**config.mk**
```make
export PLATFORM = sky130hd
export DESIGN_NAME = text_write_ctrl
export DESIGN_NICKNAME = d
export VERILOG_FILES = /design/src/rtl/text_pkg.sv /design/src/rtl/text_write_ctrl_edge_pending.sv /design/src/rtl/text_write_ctrl.sv
export SDC_FILE = /design/constraint.sdc
export NUM_CORES = 1
export LEC_CHECK = 0
export CAP_MARGIN = 30
export CORE_MARGIN = 10
export CORE_UTILIZATION = 53
export DETAILED_ROUTE_END_ITERATION = 10
export MAX_ROUTING_LAYER = met4
export PLACE_DENSITY_LB_ADDON = 0.3
export SETUP_SLACK_MARGIN = 0.1
export SYNTH_ARGS = -nofsm -noshare
export SYNTH_HDL_FRONTEND = slang
export SYNTH_HIERARCHICAL = 1
export SYNTH_SLANG_ARGS = --single-unit
```
**constraint.sdc**
```tcl
create_clock -name clk -period 2.73 [get_ports clk]
set_clock_uncertainty 0.2 [all_clocks]
set_input_delay 0.546 -clock clk [delete_from_list [all_inputs] [get_ports clk]]
set_output_delay 0.546 -clock clk [all_outputs]
set_load 0.02 [all_outputs]
```
**src/rtl/text_pkg.sv**
```systemverilog
// Shared constants, control codes and FSM state type for the text-mode write controller.
package text_pkg;

  localparam int unsigned COLS   = 80;
  localparam int unsigned ROWS   = 30;
  localparam int unsigned CHAR_W = 7;
  localparam int unsigned ADDR_W = 12;

  localparam logic [6:0] CH_LF = 7'h0A;
  localparam logic [6:0] CH_BS = 7'h08;
  localparam logic [6:0] CH_FF = 7'h0C;

  typedef enum logic [1:0] {
    IDLE,
    WRITE,
    CLEAR
  } state_t;

endpackage

```
**src/rtl/text_write_ctrl_edge_pending.sv**
```systemverilog
// Per-bit rising-edge detector feeding a sticky pending flag, cleared when served.
module edge_pending #(
  parameter int unsigned W = 3
) (
  input  logic         clk,
  input  logic         reset,
  input  logic [W-1:0] lvl,
  input  logic [W-1:0] clr,
  output logic [W-1:0] pend
);

  logic [W-1:0] lvl_q;
  logic [W-1:0] rise;

  assign rise = lvl & ~lvl_q;

  always_ff @(posedge clk) begin
    if (reset) begin
      lvl_q <= '0;
      pend  <= '0;
    end else begin
      lvl_q <= lvl;
      // A fresh edge in the same cycle as a clear is kept, not lost.
      pend  <= (pend & ~clr) | rise;
    end
  end

endmodule

```
**src/rtl/text_write_ctrl.sv**
```systemverilog
// Text VRAM write-port controller: CPU/button arbitration, cursor tracking and screen clear.
// Optional cursor blink enabled by defining TEXT_CURSOR_BLINK_EN.
module text_write_ctrl #(
  parameter int unsigned        COLS      = text_pkg::COLS,
  parameter int unsigned        ROWS      = text_pkg::ROWS,
  parameter int unsigned        CHAR_W    = text_pkg::CHAR_W,
  parameter logic [CHAR_W-1:0]  CLR_CHAR  = CHAR_W'('h20),
  parameter int unsigned        BLINK_DIV = 12_500_000
) (
  input  logic              clk,
  input  logic              reset,
  input  logic              cpu_valid,
  input  logic [CHAR_W-1:0] cpu_char,
  output logic              cpu_ready,
  input  logic [2:0]        btn,
  input  logic [CHAR_W-1:0] sw,
  output logic              we,
  output logic [11:0]       waddr,
  output logic [CHAR_W-1:0] wdata,
  output logic [6:0]        cur_x,
  output logic [4:0]        cur_y,
  output logic              busy,
  output logic              cursor_on
);
  import text_pkg::*;

  localparam logic [6:0]        X_MAX  = 7'(COLS - 1);
  localparam logic [4:0]        Y_MAX  = 5'(ROWS - 1);
  localparam logic [ADDR_W-1:0] A_LAST = ADDR_W'(COLS * ROWS - 1);

  state_t              state, nx_state;
  logic [6:0]          nx_x, adv_x;
  logic [4:0]          nx_y, adv_y;
  logic [ADDR_W-1:0]   addr_q, nx_addr, cur_addr;
  logic [CHAR_W-1:0]   data_q, nx_data;
  logic [2:0]          pend, pend_clr;

  edge_pending #(.W(3)) u_pend (
    .clk   (clk),
    .reset (reset),
    .lvl   (btn),
    .clr   (pend_clr),
    .pend  (pend)
  );

  assign cur_addr = ADDR_W'(cur_y) * ADDR_W'(COLS) + ADDR_W'(cur_x);
  assign adv_x    = (cur_x == X_MAX) ? '0 : cur_x + 7'd1;
  assign adv_y    = (cur_x != X_MAX) ? cur_y : (cur_y == Y_MAX) ? '0 : cur_y + 5'd1;

  always_ff @(posedge clk) begin
    if (reset) state <= IDLE;
    else       state <= nx_state;
  end

  always_comb begin
    nx_state = state;
    nx_x     = cur_x;
    nx_y     = cur_y;
    nx_addr  = addr_q;
    nx_data  = data_q;
    pend_clr = '0;
    case (state)
      IDLE: begin
        // CPU has priority; a coincident button edge stays pending.
        if (cpu_valid) begin
          if (cpu_char == CHAR_W'(CH_LF)) begin
            nx_x = '0;
            nx_y = (cur_y == Y_MAX) ? '0 : cur_y + 5'd1;
          end else if (cpu_char == CHAR_W'(CH_BS)) begin
            if (cur_x != '0) begin
              nx_x = cur_x - 7'd1;
            end else if (cur_y != '0) begin
              nx_x = X_MAX;
              nx_y = cur_y - 5'd1;
            end
          end else if (cpu_char == CHAR_W'(CH_FF)) begin
            nx_state = CLEAR;
            nx_addr  = '0;
            nx_data  = CLR_CHAR;
          end else begin
            nx_state = WRITE;
            nx_addr  = cur_addr;
            nx_data  = cpu_char;
          end
        end else if (pend[2]) begin
          pend_clr[2] = 1'b1;
          nx_state    = CLEAR;
          nx_addr     = '0;
          nx_data     = CLR_CHAR;
        end else if (pend[0]) begin
          pend_clr[0] = 1'b1;
          nx_state    = WRITE;
          nx_addr     = cur_addr;
          nx_data     = sw;
        end else if (pend[1]) begin
          pend_clr[1] = 1'b1;
          nx_x        = adv_x;
          nx_y        = adv_y;
        end
      end
      WRITE: begin
        nx_state = IDLE;
        nx_x     = adv_x;
        nx_y     = adv_y;
      end
      CLEAR: begin
        if (addr_q == A_LAST) begin
          nx_state = IDLE;
          nx_x     = '0;
          nx_y     = '0;
        end else begin
          nx_addr = addr_q + 1'b1;
        end
      end
      default: nx_state = IDLE;
    endcase
  end

  always_comb begin
    we        = (state != IDLE);
    busy      = (state == CLEAR);
    cpu_ready = (state == IDLE) && !reset;
  end

  always_ff @(posedge clk) begin
    if (reset) begin
      cur_x  <= '0;
      cur_y  <= '0;
      addr_q <= '0;
      data_q <= '0;
    end else begin
      cur_x  <= nx_x;
      cur_y  <= nx_y;
      addr_q <= nx_addr;
      data_q <= nx_data;
    end
  end

  assign waddr = addr_q;
  assign wdata = data_q;

`ifdef TEXT_CURSOR_BLINK_EN
  localparam int unsigned BW = $clog2(BLINK_DIV);

  logic [BW-1:0] blink_cnt;
  logic          blink_q;
  logic          move;

  assign move = (nx_x != cur_x) || (nx_y != cur_y);

  always_ff @(posedge clk) begin
    if (reset) begin
      blink_cnt <= '0;
      blink_q   <= 1'b1;
    end else if (move) begin
      blink_cnt <= '0;
      blink_q   <= 1'b1;
    end else if (blink_cnt == BW'(BLINK_DIV - 1)) begin
      blink_cnt <= '0;
      blink_q   <= ~blink_q;
    end else begin
      blink_cnt <= blink_cnt + 1'b1;
    end
  end

  assign cursor_on = blink_q;
`else
  logic unused_blink_div;
  assign unused_blink_div = ^BLINK_DIV;
  assign cursor_on        = 1'b1;
`endif

endmodule
```
==> results.yml <==
status:
  status: "completed"
yosys:
  yosys.area.top_type: "dfxtp_1"
  synth-edff-count: 0
  avgSynthCellArea_sq_um: 7.74
  async_reset_ff_frac: 0
  synth.top_cell.area_share: 0.259
  synth_area_leaders: "dfxtp_1 26%, ha_1 8.7%, a21oi_1 5.1%"
  syn_area_sq_um: 3020
  synthesis.nets: 433
  synth_ff_type: "dfxtp_1"
  synth-seq-cells: 39
  ys_types: 65
  yosysSeqAreaShare: 0.259
  yosysWarnings: 6
  netlist_instances: 390
route:
  detail_route.wl_per_cell_um: 16.4
  via_per_inst: 6.03
  drtAntennaViolNets: 0
  vias: 3289
  drc: 0
  drtIter0Drc: 206
  drt_first_pass_iters: 5
  routed_wl_um: 8960
timing:
  period_needed_ns: 2.55
  slew_headroom: 0.619
  fin_setup_tns_ns: 0
  final_hold_viol_count: 0
  fin_crit_sh: 0.934
  setup_viol: 0
  tightest_slew_ns: 0.567
  slew_violations: 0
  rsz0062_at_grt: "true"
  fmax_mhz: 392
floorplan:
  coreArea_sq_um: 5510
  die_area_sq_um: 9110
  initial_core_util: 0.548
  io_pins: 55
  row_count: 27
  fp.dieH_um: 95.5
  die_x_um: 95.5
global_routing:
  grtUsageTotal: 0.200
  grt.overflow.total: 0
  grt_pass1_wl_um: 14500
  grt_max_degree: 35
  antenna_found_initial: 0
  first_global_vias: 3094
worst_setup_path:
  timing.reg2reg.setup_slack_ns: 0.18
  cp.buffers_inverters: 1
  path_max_fanout: 3
  worstRegToRegCells: 8
  cp_slowest_stage_delay_ns: 0.46
  cpMostUsedCell: "ha_1"
  endpoint_kind: "flop"
  criticalPathCategory: "reg2reg"
  required_ns: 2.77
  worst_setup_path_start_kind: "flop"
  crit_chain: "ha_1, ha_1, inv_1, fa_2, nand2b_4, o41ai_1, a221oi_1, nor2_1"
  arrival_ns: 2.59
  slowest_stage: "fa_2"
  cp_top_family: "adder cells"
  path_depth: 8
finish:
  diodes: 0
  areaGrowthSynthToFinish_pct: 32.8
  layout-drive-gt1-share: 0.148
  nNetsFinal: 515
  fin_util: 0.728
  num-fill-cells: 452
power:
  power.clock.fraction: 0.144
  combPwrFrac: 0.573
  total_power_mw: 2.77
  vdd_ir_drop_max_v: 0.000355
  internal_power_mw: 1.57
  power_density_nw_per_um2: 692
  seqPwrFrac: 0.283
  p_sw_mw: 1.20
  p_leak_nw: 1.52
  switching_share: 0.434
clock_network:
  clockBufferDepth: 2
  clk_pin_slew_ns: 0.08
  insertion_delay_ns: 0.30
  cts_tree: "built"
  cts_made_buffers: 5
  cts-htree-levels: 2
  postCtsSetupRepairBufs: 0
  root_buffer: "clkbuf_8"
  cts.sinks: 39
placed_design:
  gp_congestion: 0.903
  portBuffers: 53
  dp_hpwl_um: 6990
min_path:
  min_delay_path_depth: 2
  worstHoldPathType: "reg2reg"
run:
  max-cap-violations: 0
-- worst min-delay path: stages, from the launching register on --
cell,delay [ns]
dfxtp_1,0.31
nand2b_1,0.10
a21oi_2,0.05
-- metrics by stage --
stage          area (sq um)  setup WS, ns  instances  hold slack [ns]
2_1_floorplan          3020         0.151        390            0.256
3_3_place_gp           3880       -0.0826        537            0.265
3_5_place_dp           3880        -0.101        537            0.282
4_1_cts                3970         0.133        545            0.292
5_1_grt                4010        0.0166        545            0.301
6_report               4010         0.181        545            0.283
-- flip-flops by register name, indices dropped and copies added, names as in the netlist --
signal	cells
cur_y	5
waddr	12
state	2
u_pend/lvl_q	3
u_pend/pend	3
wdata	7
cur_x	7
-- metal layers --
metal | global-route usage | vias to the layer above | part of all wire
met5 | - | - | 0
met4 | 0.0725 | 0 | 0.024
met3 | 0.0275 | 25 | 0.054
met2 | 0.335 | 123 | 0.49
met1 | 0.238 | 1543 | 0.43
li1 | - | 1598 | -
-- power groups by stage --
stage / combinational, mW / clock [mW] / sequential, mW
5_1_grt: 1.72 / 0.418 / 0.800
3_3_place_gp: 1.50 / 0 / 0.791
2_1_floorplan: 0.842 / 0 / 0.888
4_1_cts: 1.54 / 0.402 / 0.783
6_report: 1.59 / 0.399 / 0.784
3_5_place_dp: 1.53 / 0 / 0.796
-- synthesized netlist by cell type (all sizes together) (2+ instances only) --
cell and count:
nand4bb 3, a211oi 14, o21ai 30, dfxtp 39, or3 6, nand4 3
o22ai 8, a22oi 11, inv 22, nand2 33, nor2 32, a31o 2
fa 2, nand3b 3, or2 2, a221oi 3, and3 3, nor2b 6
o21a 3, o211ai 5, nor4 3, a21o 5, ha 21, xnor2 7
nor3 11, o32ai 2, a311oi 2, nand2b 11, clkbuf 17, nor4b 2
a21oi 32, nor3b 2, nand3 9, buf 3, a31oi 5, a21boi 2
nor4bb 2, xor2 6
-- worst paths after layout --
| kind | end | startpoint |
|---|---|---|
| max | waddr[11]$_SDFFE_PP0P_ | cur_y[1]$_SDFFE_PP0P_ |
| min reg2reg | u_pend/pend[2]$_SDFF_PP0_ | u_pend/lvl_q[2]$_SDFF_PP0_ |
| max reg2reg | waddr[11]$_SDFFE_PP0P_ | cur_y[1]$_SDFFE_PP0P_ |
| min | u_pend/pend[2]$_SDFF_PP0_ | u_pend/lvl_q[2]$_SDFF_PP0_ |
-- timing repair --
| item | CTS | global route |
|---|---|---|
| setup endpoints to repair | 1 | 12 |
| resized for setup | 1 | 8 |
| pin swaps | 0 | 2 |
| hold buffers | 0 | 0 |
-- cells by family (layout without fill, tap and decap cells) --
kind of cell,Yosys count,count (layout),share of synthesized area
simple gates,133,133,0.240
other cells,1,1,0.00124
fa+ha+maj,23,23,0.100
compound gates,137,137,0.303
flops,39,39,0.259
buf+inv,43,126,0.0556
mux,1,1,0.00332
xor+xnor,13,13,0.0377
-- cell type report --
cell class / instances / area, sq um / share of cell area
Multi-Input combinational cell: 308 / 2100 / 0.525
Sequential cell: 39 / 781 / 0.195
Clock buffer: 6 / 72.6 / 0.0181
Tap cell: 72 / 90.1 / 0.0225
Inverter: 23 / 86.3 / 0.0215
Clock inverter: 2 / 12.5 / 0.00312
Timing Repair Buffer: 95 / 861 / 0.215
-- layout by cell type, fill, tap and decap left out, types with 6 or more instances in the layout --
cell type / n
o21ai_0: 29
nor2b_1: 6
nand2_1: 33
nand2b_1: 7
inv_1: 22
ha_1: 20
clkdlybuf4s50_1: 52
a22oi_1: 11
xnor2_1: 7
nor2_1: 32
buf_4: 41
a211oi_1: 13
nand3_1: 9
nor3_1: 7
dfxtp_1: 39
o22ai_1: 8
xor2_1: 6
a21oi_1: 31
Note: power is estimated with default switching activity, not from simulation.
